### src/rtl/dff_stim_sequencer.sv
// Stimulus sequencer for a gate-level enabled D flip-flop lab datapath.
// Generates a slow DUT clock and A/B vectors, then checks Y/Z against an ideal model.
module dff_stim_sequencer #(
  parameter int unsigned NUM_VEC   = 8,
  parameter int unsigned PHASE_CYC = 4,
  parameter int unsigned ERR_W     = 5
) (
  input  logic                   CLK,
  input  logic                   RST,
  input  logic                   START,
  input  logic                   ABORT,
  input  logic [2*NUM_VEC-1:0]   VECTORS,
  input  logic                   DUT_Y,
  input  logic                   DUT_Z,
  output logic                   DUT_A,
  output logic                   DUT_B,
  output logic                   DUT_CLK,
  output logic                   BUSY,
  output logic                   DONE,
  output logic                   PASS,
  output logic [ERR_W-1:0]       ERR_CNT
);

  localparam int unsigned IDX_W = (NUM_VEC > 1) ? $clog2(NUM_VEC) : 1;
  localparam int unsigned PH_W  = (PHASE_CYC > 1) ? $clog2(PHASE_CYC) : 1;

  localparam logic [2:0] S_IDLE   = 3'd0;
  localparam logic [2:0] S_SETUP  = 3'd1;
  localparam logic [2:0] S_HIGH   = 3'd2;
  localparam logic [2:0] S_CHECK  = 3'd3;
  localparam logic [2:0] S_FINISH = 3'd4;

  localparam logic [ERR_W-1:0] ERR_MAX = {ERR_W{1'b1}};

  logic [2:0]       state_q,   state_d;
  logic [PH_W-1:0]  phase_q,   phase_d;
  logic [IDX_W-1:0] idx_q,     idx_d;
  logic [1:0]       vec_q [NUM_VEC];
  logic [1:0]       vec_d [NUM_VEC];
  logic             known_q,   known_d;
  logic             y_exp_q,   y_exp_d;
  logic [ERR_W-1:0] err_q,     err_d;
  logic             dut_a_q,   dut_a_d;
  logic             dut_b_q,   dut_b_d;
  logic             dut_clk_q, dut_clk_d;
  logic             busy_q,    busy_d;
  logic             done_q,    done_d;
  logic             pass_q,    pass_d;

  logic [1:0]       cur_vec;
  logic             y_new;
  logic             known_new;
  logic             mismatch;

  // Next-state and registered-output logic; outputs follow the current state by one clock.
  always_comb begin
    state_d   = state_q;
    phase_d   = phase_q;
    idx_d     = idx_q;
    vec_d     = vec_q;
    known_d   = known_q;
    y_exp_d   = y_exp_q;
    err_d     = err_q;
    dut_a_d   = dut_a_q;
    dut_b_d   = dut_b_q;
    dut_clk_d = dut_clk_q;
    busy_d    = busy_q;
    done_d    = 1'b0;
    pass_d    = pass_q;
    cur_vec   = vec_q[idx_q];
    y_new     = y_exp_q;
    known_new = known_q;
    mismatch  = 1'b0;

    case (state_q)
      S_IDLE: begin
        if (START && !ABORT) begin
          for (int i = 0; i < int'(NUM_VEC); i++) begin
            vec_d[i] = VECTORS[2*i +: 2];
          end
          idx_d   = '0;
          phase_d = '0;
          err_d   = '0;
          known_d = 1'b0;
          pass_d  = 1'b0;
          busy_d  = 1'b1;
          state_d = S_SETUP;
        end
      end

      S_SETUP: begin
        dut_clk_d = 1'b0;
        dut_a_d   = cur_vec[1];
        dut_b_d   = cur_vec[0];
        if (phase_q == PH_W'(PHASE_CYC - 1)) begin
          phase_d = '0;
          state_d = S_HIGH;
        end else begin
          phase_d = phase_q + PH_W'(1);
        end
      end

      S_HIGH: begin
        dut_clk_d = 1'b1;
        if (phase_q == PH_W'(PHASE_CYC - 2)) begin
          phase_d = '0;
          state_d = S_CHECK;
        end else begin
          phase_d = phase_q + PH_W'(1);
        end
      end

      S_CHECK: begin
        // Model of an ideal enabled DFF; nothing is scored until the first load.
        if (cur_vec[0]) begin
          y_new     = cur_vec[1];
          known_new = 1'b1;
        end
        mismatch = known_new && ((DUT_Y != y_new) || (DUT_Z != ~y_new));
        known_d  = known_new;
        y_exp_d  = y_new;
        if (mismatch && (err_q != ERR_MAX)) begin
          err_d = err_q + ERR_W'(1);
        end
        if (idx_q == IDX_W'(NUM_VEC - 1)) begin
          state_d = S_FINISH;
        end else begin
          idx_d   = idx_q + IDX_W'(1);
          state_d = S_SETUP;
        end
      end

      S_FINISH: begin
        dut_clk_d = 1'b0;
        dut_a_d   = 1'b0;
        dut_b_d   = 1'b0;
        busy_d    = 1'b0;
        done_d    = 1'b1;
        pass_d    = (err_q == '0);
        state_d   = S_IDLE;
      end

      default: begin
        state_d = S_IDLE;
      end
    endcase

    // Abort drops the run immediately but keeps the partial error count.
    if (ABORT && (state_q != S_IDLE)) begin
      state_d   = S_IDLE;
      dut_clk_d = 1'b0;
      dut_a_d   = 1'b0;
      dut_b_d   = 1'b0;
      busy_d    = 1'b0;
      done_d    = 1'b0;
      pass_d    = 1'b0;
      err_d     = err_q;
    end
  end

  always_ff @(posedge CLK) begin
    if (RST) begin
      state_q   <= S_IDLE;
      phase_q   <= '0;
      idx_q     <= '0;
      for (int i = 0; i < int'(NUM_VEC); i++) begin
        vec_q[i] <= 2'b00;
      end
      known_q   <= 1'b0;
      y_exp_q   <= 1'b0;
      err_q     <= '0;
      dut_a_q   <= 1'b0;
      dut_b_q   <= 1'b0;
      dut_clk_q <= 1'b0;
      busy_q    <= 1'b0;
      done_q    <= 1'b0;
      pass_q    <= 1'b0;
    end else begin
      state_q   <= state_d;
      phase_q   <= phase_d;
      idx_q     <= idx_d;
      vec_q     <= vec_d;
      known_q   <= known_d;
      y_exp_q   <= y_exp_d;
      err_q     <= err_d;
      dut_a_q   <= dut_a_d;
      dut_b_q   <= dut_b_d;
      dut_clk_q <= dut_clk_d;
      busy_q    <= busy_d;
      done_q    <= done_d;
      pass_q    <= pass_d;
    end
  end

  assign DUT_A   = dut_a_q;
  assign DUT_B   = dut_b_q;
  assign DUT_CLK = dut_clk_q;
  assign BUSY    = busy_q;
  assign DONE    = done_q;
  assign PASS    = pass_q;
  assign ERR_CNT = err_q;

endmodule
### config.mk
export PLATFORM = sky130hd
export DESIGN_NAME = dff_stim_sequencer
export DESIGN_NICKNAME = d
export VERILOG_FILES = /design/src/rtl/dff_stim_sequencer.sv
export SDC_FILE = /design/constraint.sdc
export NUM_CORES = 1
export LEC_CHECK = 0
export BUFFER_PORTS_ARGS = -buffer_cell sky130_fd_sc_hd__buf_2
export CAP_MARGIN = 20
export CORE_MARGIN = 2
export CORE_UTILIZATION = 35
export DETAILED_ROUTE_END_ITERATION = 8
export HOLD_SLACK_MARGIN = 0.1
export PLACE_DENSITY = 0.65
export SLEW_MARGIN = 20
export SYNTH_ARGS = -nofsm -noshare
export SYNTH_HDL_FRONTEND = slang
export SYNTH_SLANG_ARGS = --single-unit
### constraint.sdc
create_clock -name CLK -period 3.09 [get_ports CLK]
set_clock_uncertainty 0.2 [all_clocks]
set_input_delay 0.1545 -clock CLK [delete_from_list [all_inputs] [get_ports CLK]]
set_output_delay 0.1545 -clock CLK [all_outputs]
set_load 0.01 [all_outputs]
-- Yosys cells after proc, flatten, opt, wreduce, memory -nomap -nowiden
Cells that the tools add are included.
- output and inout bits: 11
- bits of input ports: 22
- bits in registers: 37
- mux-type cells: 31
- magnitude comparators: 1
- $add $sub $neg: 3
- bitwise logic cells: 3
- reduce and logical (&&, ||, !) cells: 23
- eq/ne operators: 15
- operators with widths (cell ; number):
    $mux W3 ; 6
    $pmux W1 S2 ; 6
    $pmux W3 S4 ; 1
    $mux W2 ; 5
    $mux W5 ; 2
    $ne A2 B2 Y1 const B ; 5
    $pmux W5 S2 ; 1
    $reduce_and A2 Y1 ; 4
    $reduce_bool A2 Y1 ; 4
    $mux W1 ; 7
    $bmux W2 S3 ; 1
    $eq A3 B2 Y1 const B ; 2
    $eq A3 B3 Y1 const B ; 2
    $pmux W2 S3 ; 1
    $pmux W3 S2 ; 1
    $reduce_and A3 Y1 ; 2
    $reduce_bool A3 Y1 ; 2
    $add A5 B1 Y5 const B ; 1
    $logic_not A5 Y1 ; 1
    $ne A5 B5 Y1 const B ; 1
    $eq A2 B2 Y1 const B ; 2
    $ge A4 B4 Y1 const B ; 1
    $logic_and A1 B1 Y1 ; 4
    $not A3 Y4 ; 1
    10 further kinds ; 13

-- Longest topological paths before layout
Gate-level depths: netlist of run 1.
- depth in word-level cells: 13
- mapped depth: 8
- gate-level depth less buffers: 8

-- Least setup slack after synthesis of run 1
Ideal clock, no wire load.
- path kind: register to register
- from: reg idx_q[0]
- to: reg err_q[3], in the netlist ERR_CNT[3]
- setup slack: 0.717 ns
- required time: 2.768 ns
- period minus slack after synthesis: 2.373 ns
- stages on the path, launching flop included: 7
- arrival: 2.051 ns
- path through: dfxtp_1 mux4_1 mux2_2 mux2i_1 mux2i_1 nor3_1 a311o_1
- longest elaborated chain between the ends: 13
- ends and longest elaborated chain (item ; RTL line ; source):
    start: declaration ; 37 ; logic [IDX_W-1:0] idx_q, idx_d;
    start signal: assignment ; 181 ; idx_q <= idx_d;
    $not A3 Y4 (not written as such) (*) ; 70 ; cur_vec = vec_q[idx_q];
    $bmux W2 S3 (*) ; 70 ;
    $mux W2 (not written as such) (*) (2 in a row) ; 70 ;
    $mux W1 ; 115 ; if (cur_vec[0]) begin
    $mux W1 ; 75 ; case (state_q)
    $not A1 Y1 ; 119 ; mismatch = known_new && ((DUT_Y != y_new) || (DUT_Z != ~y_new));
    $ne A1 B1 Y1 ; 119 ;
    $logic_or A1 B1 Y1 ; 119 ;
    $logic_and A1 B1 Y1 (*) ; 119 ;
    $logic_and A1 B1 Y1 (*) ; 122 ; if (mismatch && (err_q != ERR_MAX)) begin
    $ne A2 B2 Y1 (no source line) (*) ; -- ;
    $reduce_and A4 Y1 (no source line) (*) ; -- ;
    end signal: assignment ; 185 ; err_q <= err_d;
    end: declaration ; 42 ; logic [ERR_W-1:0] err_q, err_d;
Mark *: on every way between the ends. The rest lies on a longest branch, timed or not. The select of a mux whose other input is x is not followed.
A chain may end at the register's enable or synchronous reset.

-- Worst setup path in the final report of run 1
Same ends and word-level chain as after synthesis.

==> results of run 1 <==
[state kept, by name, summed over array words and instances, names as in the netlist]
| register | count |
|---|---|
| DUT_CLK | 1 |
| PASS | 1 |
| DUT_B | 1 |
| idx_q | 3 |
| ERR_CNT | 5 |
| BUSY | 1 |
| y_exp_q | 1 |
| phase_q | 2 |
| state_q | 3 |
| known_q | 1 |
| vec_q | 16 |
| DUT_A | 1 |
| DONE | 1 |
[power groups by stage]
stage	Sequential (mW)	Clock (mW)	Combinational, mW
global placement	0.509	0	0.0756
CTS	0.498	0.426	0.0929
detailed placement	0.509	0	0.0767
floorplan	0.506	0	0.0506
global route	0.500	0.443	0.107
finish	0.498	0.415	0.0933
[cells in the final DEF, fill, tap and decap left out, drive strengths merged, types with 4 or more instances in the layout]
master / n
a21oi: 32
buf: 33
clkbuf: 6
dfxtp: 37
dlygate4sd3: 17
ha: 9
inv: 8
mux2i: 6
mux4: 4
nand2: 44
nand2b: 5
nand3b: 4
nor2: 19
nor2b: 4
nor4: 5
o21ai: 8
[area by class of cell]
cell class / count / area [um^2] / area share [%]
flip-flops and latches: 37 / 741 / 31.5
multi-input cells: 166 / 1040 / 44.4
repair buffers: 50 / 338 / 14.4
clock inverters: 2 / 38.8 / 1.65
clock buffers: 6 / 72.6 / 3.09
well taps: 70 / 87.6 / 3.73
inverters: 8 / 30.0 / 1.28
[how the worst max path moves through the flow]
stage / cells after the start / slack, ns / end / startpoint
after floorplan: 6 / 0.72 / ERR_CNT[3] / idx_q[0]
after global placement: 6 / 0.64 / ERR_CNT[3] / idx_q[0]
after detailed placement: 6 / 0.57 / ERR_CNT[3] / idx_q[0]
after CTS: 6 / 0.55 / ERR_CNT[3] / idx_q[0]
after global routing: 6 / 0.47 / ERR_CNT[3] / idx_q[0]
final: 6 / 0.57 / ERR_CNT[3] / idx_q[0]
[metrics by stage]
step	std cells	setup WS (ns)	util (%)	hold WS [ns]
final	339	0.568	46.0	0.129
after global routing	339	0.474	46.0	0.174
after CTS	339	0.551	46.0	0.121
after detailed placement	314	0.572	40.5	0.202
after global placement	314	0.643	40.5	0.196
after floorplan	221	0.717	-	0.0332
[logic make-up after synthesis]
logic type | Yosys count | share of synthesized area (%)
simple gates | 89 | 22.0
buf+inv | 18 | 3.65
mux | 13 | 10.7
compound gates | 55 | 17.6
flops | 37 | 40.0
fa+ha+maj | 9 | 6.08
[metal layers]
metal / GRT usage (%) / routed length, um / vias up
li1: - / - / 869
met2: 24.3 / 1820 / 32
met1: 19.1 / 1940 / 713
met3: 3.88 / 163 / 7
met4: 6.18 / 59 / 0
met5: 0 / 0 / -
[critical path: stages (launching register included)]
cell and delay (ns):
dfxtp_1 0.49, mux4_1 0.59, mux2_2 0.33, mux2i_1 0.19, mux2i_1 0.24, nor3_1 0.08, a311o_1 0.31
[repair_timing]
item	4_1_cts	5_1_grt
setup endpoints to repair	0	0
endpoints found under the hold margin	18	0
hold buffers	17	0
==> reports/qor.yml, run 1 <==
power:
  seqPwrFrac_pct: 49.5
  p_sw_share_pct: 22.6
  peakVddDrop_uv: 202
  cellPowerDensity_nw_per_um2: 428
  switchingPower_uw: 228
  power_frac_comb_pct: 9.3
  intPower_uw: 779
  finalPower_mw: 1.01
  clkPwrFrac_pct: 41.2
  power_leakage_nw: 0.965
yosys:
  synth_top_area_share_pct: 40.0
  synth_most_common_cell: "nand2_1"
  synthTopCellsByCount: "nand2_1 (44), dfxtp_1 (37), a21oi_1 (32)"
  ys_seq_area_share_pct: 40.0
  syn_inst: 221
  async_flop_share_pct: 0
  synth_flop_cell: "dfxtp_1"
  synthTopCellsByArea: "dfxtp_1 (40%), nand2_1 (8.9%), a21oi_1 (8.6%), ha_1 (6.1%), mux4_1 (4.3%)"
  syn_nets: 252
  syn_area_um2: 1850
  avgSynthCellArea_um2: 8.38
  yosysWarningCount: 0
  synth_edf_count: 0
  synth.ff_latch_count: 37
  synth_cell_types: 37
  yosys.area.top_type: "dfxtp_1"
final_layout:
  fill_cells: 504
  final_layout_size_suffix_gt1_share_pct: 17.5
  antenna_cells: 0
  fin_nets: 299
  area_delta_synth_final_pct: 27.0
  design_area_um2: 2350
floorplanning:
  die_area_um2: 5890
  placementRows: 26
  start_util_pct: 36.3
  die_w_um: 76.7
  num_io_pins: 33
  core_um2: 5110
  fp.dieH_um: 76.7
worst_setup_path:
  arrival_ns: 2.51
  r2r_setup_slack_ns: 0.57
  path_max_fanout: 6
  r2r_cells: 6
  r2r_start: "idx_q[0]"
  path_class: "reg2reg"
  end_kind: "register"
  start_kind: "register"
  reg2reg_to: "ERR_CNT[3]"
  cp.required_ns: 3.08
sta:
  timing.setup.tns_ns: 0
  maxSlewViolCount: 0
  worst_pin_slew_ns: 0.754
  hold_viol_final: 0
  setup_viol: 0
  maxSlewHeadroom_pct: 49.6
  period_minus_slack_ns: 2.52
  achievable-frequency_mhz: 397
  period_share_pct: 81.6
  rsz0062_at_grt: "false"
clocking:
  clock_path_buffers: 2
  root_buffer: "clkbuf_8"
  cts.repair.resized: 0
  clk_pin_slew_ns: 0.08
  htree_levels: 2
  postCtsSetupBuffers: 0
  clock_latency_ns: 0.29
  cts_buffers: 5
  cts.sinks: 37
  cts_tree: "yes"
hold_path:
  hold_path_end: "phase_q[0]"
  hold_path.class: "in2reg"
  hold_start: "RST"
  hold_depth: 2
placed_design:
  post-dp-hpwl_um: 2760
  place_congestion: 0.832
  port_buffers: 32
  dpl_cell_area_um2: 2070
run_status:
  status: "complete, no violations"
routing:
  routedWlPerCell_um: 11.7
  wirelength_um: 3980
  vias_per_cell: 4.78
  num_vias: 1621
  drt_iter0_drc: 96
  drt_first_pass_iters: 4
  drc_errors: 0
  ant_nets: 0
grt:
  grt_pass1_vias: 1657
  grt_max_degree: 31
  grt_usage_pct: 15.0
  antenna_found_initial: 0
  overflow: 0
  grt_pass1_wl_um: 7220
run:
  cap_viol_max_count: 0
Power figures use the tool's default switching activity.
==> run 2, diff against run 1 <==
Settings changed: ABC_AREA from default to 1.
Clock period 3.09 ns to 2.45 ns, I/O delays scaled along.
==> run 2 against run 1 <==
Setup slack worse by 0.041 ns; count of clock-buffer cells in the layout down 1; synthesized cell count up 19%; combinational power rose to 5.8 times the previous value; fmax up 31%; first-iteration DRC count down 52%; global-route usage down 0.075 points; cell area up 4.3%; area after synthesis up 5.3%; total power up 68%.
==> reports/qor.yml, run 2 <==
run_status:
  status: "complete, no violations"
placed_design:
  post-dp-hpwl_um: 3130
  place_congestion: 0.813
  port_buffers: 32
sta:
  timing.setup.tns_ns: 0
  hold_viol_final: 0
  worst_pin_slew_ns: 0.567
  period_share_pct: 78.5
  period_minus_slack_ns: 1.92
  achievable-frequency_mhz: 520
  timing.hold.ws_ns: 0.231
  maxSlewViolCount: 0
  setup_viol: 0
  rsz0062_at_grt: "false"
  maxSlewHeadroom_pct: 62.2
worst_setup_path:
  path_class: "reg2reg"
  r2r_setup_slack_ns: 0.53
  start_kind: "register"
  reg2reg_to: "ERR_CNT[0]"
  path_max_fanout: 10
  end_kind: "register"
  arrival_ns: 1.91
  r2r_cells: 13
  cp.required_ns: 2.44
  r2r_start: "idx_q[0]"
floorplanning:
  core_um2: 5440
  die_w_um: 78.6
  fp.dieH_um: 78.6
  placementRows: 27
  num_io_pins: 33
  start_util_pct: 35.8
  die_area_um2: 6180
yosys:
  synth_most_common_cell: "nand2_1"
  synth.ff_latch_count: 37
  syn_nets: 294
  synthTopCellsByArea: "dfxtp_1 (38%), nand2_1 (9.2%), a21oi_1 (8.2%), inv_1 (6.5%), ha_1 (5.8%)"
  async_flop_share_pct: 0
  yosys.area.top_type: "dfxtp_1"
  synthTopCellsByCount: "nand2_1 (48), dfxtp_1 (37), inv_1 (34)"
  yosysWarningCount: 0
  syn_inst: 263
  synth_edf_count: 0
  avgSynthCellArea_um2: 7.41
  ys_seq_area_share_pct: 38.0
  synth_cell_types: 31
  synth_flop_cell: "dfxtp_1"
  synth_top_area_share_pct: 38.0
  syn_area_um2: 1950
grt:
  antenna_found_initial: 0
  grt_usage_pct: 15.0
  grt_pass1_wl_um: 7420
  grt_max_degree: 24
  overflow: 0
  grt_pass1_vias: 1708
routing:
  vias_per_cell: 4.70
  wirelength_um: 4250
  drt_first_pass_iters: 4
  num_vias: 1823
  ant_nets: 0
  drc_errors: 0
  routedWlPerCell_um: 11.0
  drt_iter0_drc: 46
final_layout:
  layout_commonest_cell: "nand2_1"
  final_cell_mix: "nand2_1 (48), dfxtp_1 (37), inv_1 (34)"
  final_layout_size_suffix_gt1_share_pct: 23.1
  top_register: "vec_q"
  multi_input_area_um2: 1010
  seqCellArea_um2: 741
  area_delta_synth_final_pct: 25.8
  antenna_cells: 0
  fin_nets: 346
  largest_reg_flops: 16
  fill_cells: 552
clocking:
  cts.sinks: 37
  clock_latency_ns: 0.29
  postCtsSetupBuffers: 0
  cts_buffers: 5
  clk_pin_slew_ns: 0.08
  cts_tree: "yes"
  htree_levels: 2
  root_buffer: "clkbuf_8"
  clock_path_buffers: 2
power:
  peakVddDrop_uv: 318
  cellPowerDensity_nw_per_um2: 688
  power_leakage_nw: 1.10
hold_path:
  hold_depth: 7
  hold_path.class: "in2reg"
  hold_path_end: "ERR_CNT[3]"
  hold_start: "DUT_Y"
run:
  cap_viol_max_count: 0
==> run 2: cell count changes in the layout (fill, tap and decap cells not counted), moves of 4 or more <==
cell and delta:
inv_1 +26, nand3_1 +16, o21ai_0 +11, nand3_2 +7
inv_2 +6, mux2i_1 -6, nand2_2 +5, nand2b_1 -5
nand2_1 +4, nand3b_1 -4, nor2b_1 -4, nor4_1 -4
==> run 2: cell type report <==
class / instances / share of cell area (%)
Multi-Input combinational cell: 177 / 41.1
Clock buffer: 5 / 2.81
Tap cell: 72 / 3.67
Inverter: 41 / 6.58
Sequential cell: 37 / 30.2
Timing Repair Buffer: 53 / 14.9
Clock inverter: 3 / 0.714
==> run 2: logic make-up after synthesis <==
kind of cell               after synthesis  synth area share, %
buffers and inverters                   49                 10.3
AOI/OAI and AO/OA                       61                 17.7
DFF                                     37                 38.0
and+or+nand+nor                        107                 28.2
adders and majority gates                9                 5.78
==> run 2: worst max-delay path: stages (launching register included) <==
cell	delay (ns)
dfxtp_1	0.59
inv_8	0.08
nand2_1	0.10
nand3_2	0.07
nand2_1	0.08
nand2_2	0.06
nand2_4	0.09
nand2_1	0.09
nand3_2	0.07
nand3_2	0.07
nand2_4	0.12
nand3_1	0.08
nand2_1	0.07
nor2_1	0.04
==> run 2: power breakdown <==
group,total [mW],switching (mW),leakage [nW],internal [mW]
Combinational,0.539,0.332,0.757,0.208
Clock,0.411,0.215,0.0439,0.196
Sequential,0.738,0.0587,0.303,0.679
Total,1.69,0.605,1.10,1.08
==> run 2: timing repair <==
action	4_1_cts	5_1_grt
hold buffers	19	0
hold endpoints to repair	25	0
resized for setup	0	0
==> run 2: worst max path at each step <==
stage	startpoint	endpoint	depth (start not counted)
floorplan	ERR_CNT[0]	ERR_CNT[2]	10
global placement	idx_q[0]	ERR_CNT[1]	13
detailed placement	idx_q[0]	ERR_CNT[2]	13
CTS	idx_q[0]	ERR_CNT[2]	13
global route	idx_q[0]	ERR_CNT[4]	13
finish	idx_q[0]	ERR_CNT[0]	13
==> run 2: per-stage QoR <==
stage               util [%]  setup slack (ns)  power (mW)  area (um^2)  cells
global route            45.1             0.305        1.82         2450    388
CTS                     45.1             0.504        1.71         2450    388
detailed placement      40.0             0.528        1.27         2180    361
floorplan                  -             0.810        1.15         1950    263
global placement        40.0             0.577        1.26         2180    361
finish                  45.1             0.527        1.69         2450    388
==> run 2: metal layers <==
| metal | GRT usage [%] | vias to the layer above | wire length (um) |
|---|---|---|---|
| li1 | - | 963 | - |
| met1 | 18.5 | 828 | 2000 |
| met2 | 25.3 | 27 | 2030 |
| met3 | 3.68 | 5 | 172 |
| met4 | 5.09 | 0 | 45 |
| met5 | 0 | - | 0 |
==> run 3, diff against run 2 <==
Settings changed: PLACE_DENSITY 0.65 to 0.67.
Clock period 2.45 ns to 1.7 ns, I/O delays scaled along.
==> run 3 against run 2 <==
The run now ends with negative setup slack left; die area did not move; via count rose by 3.3%; largest power group unchanged; combinational power rose by 77%; cell area rose by 8.5%; register-to-register slack got worse by 0.57 ns; total power rose by 55%; final cell count rose by 4.1%; sequential power rose by 42%; fmax rose by 10%; clock power rose by 50%; first-iteration DRC count fell by 4.3%; hold slack got worse by 0.049 ns.
==> reports/qor.yml, run 3 (synthesis results as in run 2) <==
run_status:
  status: "finished with violations"
  violations: "negative setup slack"
sta:
  achievable-frequency_mhz: 572
  fin_ws_ns: -0.0468
  timing.hold.ws_ns: 0.182
  period_share_pct: 103
  setup_viol: 5
  period_minus_slack_ns: 1.75
  maxSlewViolCount: 0
  worst_pin_slew_ns: 0.537
  hold_viol_final: 0
  maxSlewHeadroom_pct: 64.1
  rsz0062_at_grt: "true"
placed_design:
  placedCellCount: 374
  place_congestion: 0.902
  post-dp-hpwl_um: 3230
  port_buffers: 32
worst_setup_path:
  r2r_cells: 13
  path_cells: "buf_12 -> inv_8 -> nand2_1 -> nand3_1 -> nand2_1 -> nand2_1 -> nand2_2 -> nand2_2 -> nand3_2 -> nand3_4 -> nand2_4 -> a21oi_2 -> nor2_2"
  end_kind: "register"
  start_kind: "register"
  cpMostUsedCell: "nand2_1"
  endpoint: "ERR_CNT[4]"
  path_buf_inv: 2
  crit_start: "idx_q[0]"
  arrival_ns: 1.73
  cp.required_ns: 1.69
  r2r_start: "idx_q[0]"
  worst-path-stages: 13
  reg2reg_to: "ERR_CNT[4]"
  r2r_setup_slack_ns: -0.05
  crit_family: "simple AND/OR/NAND/NOR gates"
  path_class: "reg2reg"
  max_stage_delay_ns: 0.33
  path_max_fanout: 10
  cpMaxStageDelayCell: "dfxtp_2"
routing:
  wirelength_um: 4430
  vias_per_cell: 4.66
  routedWlPerCell_um: 11.0
  dr.max_layer_used: "met4"
  num_vias: 1883
  drc_errors: 0
  ant_nets: 0
  wl_met2_um: 2050
  dr_wl_met3_um: 176
  drt_first_pass_iters: 4
  wl_met1_um: 2130
  drt_iter0_drc: 44
floorplanning:
  die_area_um2: 6180
  core_um2: 5440
  placementRows: 27
  fp.dieH_um: 78.6
  start_util_pct: 35.8
  num_io_pins: 33
  die_w_um: 78.6
run:
  cap_viol_max_count: 0
power:
  cellPowerDensity_nw_per_um2: 985
  power_leakage_nw: 1.20
  peakVddDrop_uv: 363
final_layout:
  largest_reg_flops: 16
  final_cell_mix: "nand2_1 (43), dfxtp_1 (34), inv_1 (34)"
  fill_cells: 528
  antenna_cells: 0
  seqCellArea_um2: 744
  final_layout_size_suffix_gt1_share_pct: 32.5
  area_delta_synth_final_pct: 36.5
  fin_nets: 362
  layoutNonFillerInstCount: 404
  multi_input_area_um2: 1080
  top_register: "vec_q"
  layout_commonest_cell: "nand2_1"
grt:
  antenna_found_initial: 0
  grt_max_degree: 35
  grt_usage_pct: 15.6
  grt_pass1_wl_um: 7710
  grt_pass1_vias: 1787
  overflow: 0
clocking:
  clk_pin_slew_ns: 0.08
  cts_tree: "yes"
  cts.sinks: 37
  root_buffer: "clkbuf_8"
  cts_buffers: 5
  htree_levels: 2
  clock_path_buffers: 2
  clock_latency_ns: 0.30
hold_path:
  hold_path.class: "in2reg"
## run 3: what timing repair did
action,CTS,global route
gates cloned,1,0
pin swaps,1,4
setup endpoints to repair,5,31
hold endpoints to repair,32,0
gates resized for setup,6,18
setup buffers,0,2
hold buffers,19,0
## run 3: metal layers
layer	vias to the layer above	global-route usage [%]
met2	39	25.9
li1	992	-
met3	8	3.45
met1	844	19.6
met5	-	0
met4	0	5.79
## run 3: through the flow
| step | power [mW] | utilization [%] | TNS [ns] | instance area (um^2) | setup WS [ns] |
|---|---|---|---|---|---|
| after floorplan | 1.65 | - | 0 | 1950 | 0.0602 |
| after global placement | 1.89 | 42.0 | -0.0702 | 2290 | -0.0203 |
| after detailed placement | 1.91 | 42.0 | -0.357 | 2290 | -0.0853 |
| after CTS | 2.58 | 47.6 | -0.254 | 2590 | -0.0620 |
| after global routing | 2.83 | 48.9 | -1.01 | 2660 | -0.169 |
| final | 2.62 | 48.9 | -0.208 | 2660 | -0.0468 |
## run 3: cell type report
class | count | area share (%)
inverters | 41 | 6.06
well taps | 72 | 3.39
clock inverters | 3 | 0.658
flip-flops and latches | 37 | 28.0
clock buffers | 5 | 2.59
repair buffers | 68 | 18.6
multi-input cells | 178 | 40.8
## run 3: power by group
part	switching, mW	internal (mW)	leakage (nW)
Clock	0.333	0.283	0.0439
Combinational	0.554	0.402	0.852
Sequential	0.0695	0.979	0.304
Total	0.956	1.66	1.20
## run 3: worst min path at each step
| stage | from | endpoint | slack, ns | cells past startpoint |
|---|---|---|---|---|
| 5_1_grt | RST | ERR_CNT[4] | 0.25 | 4 |
| 4_1_cts | RST | ERR_CNT[4] | 0.17 | 4 |
| 6_report | RST | ERR_CNT[4] | 0.18 | 4 |
| 3_5_place_dp | VECTORS[15] | vec_q[1] | 0.17 | 3 |
| 2_1_floorplan | VECTORS[3] | vec_q[13] | 0.08 | 2 |
| 3_3_place_gp | VECTORS[6] | vec_q[8] | 0.16 | 3 |
## run 3: worst min-delay path: stages
cell and delay (ns):
buf_2 0.11, inv_1 0.24, nand2_2 0.16, nor2_2 0.03
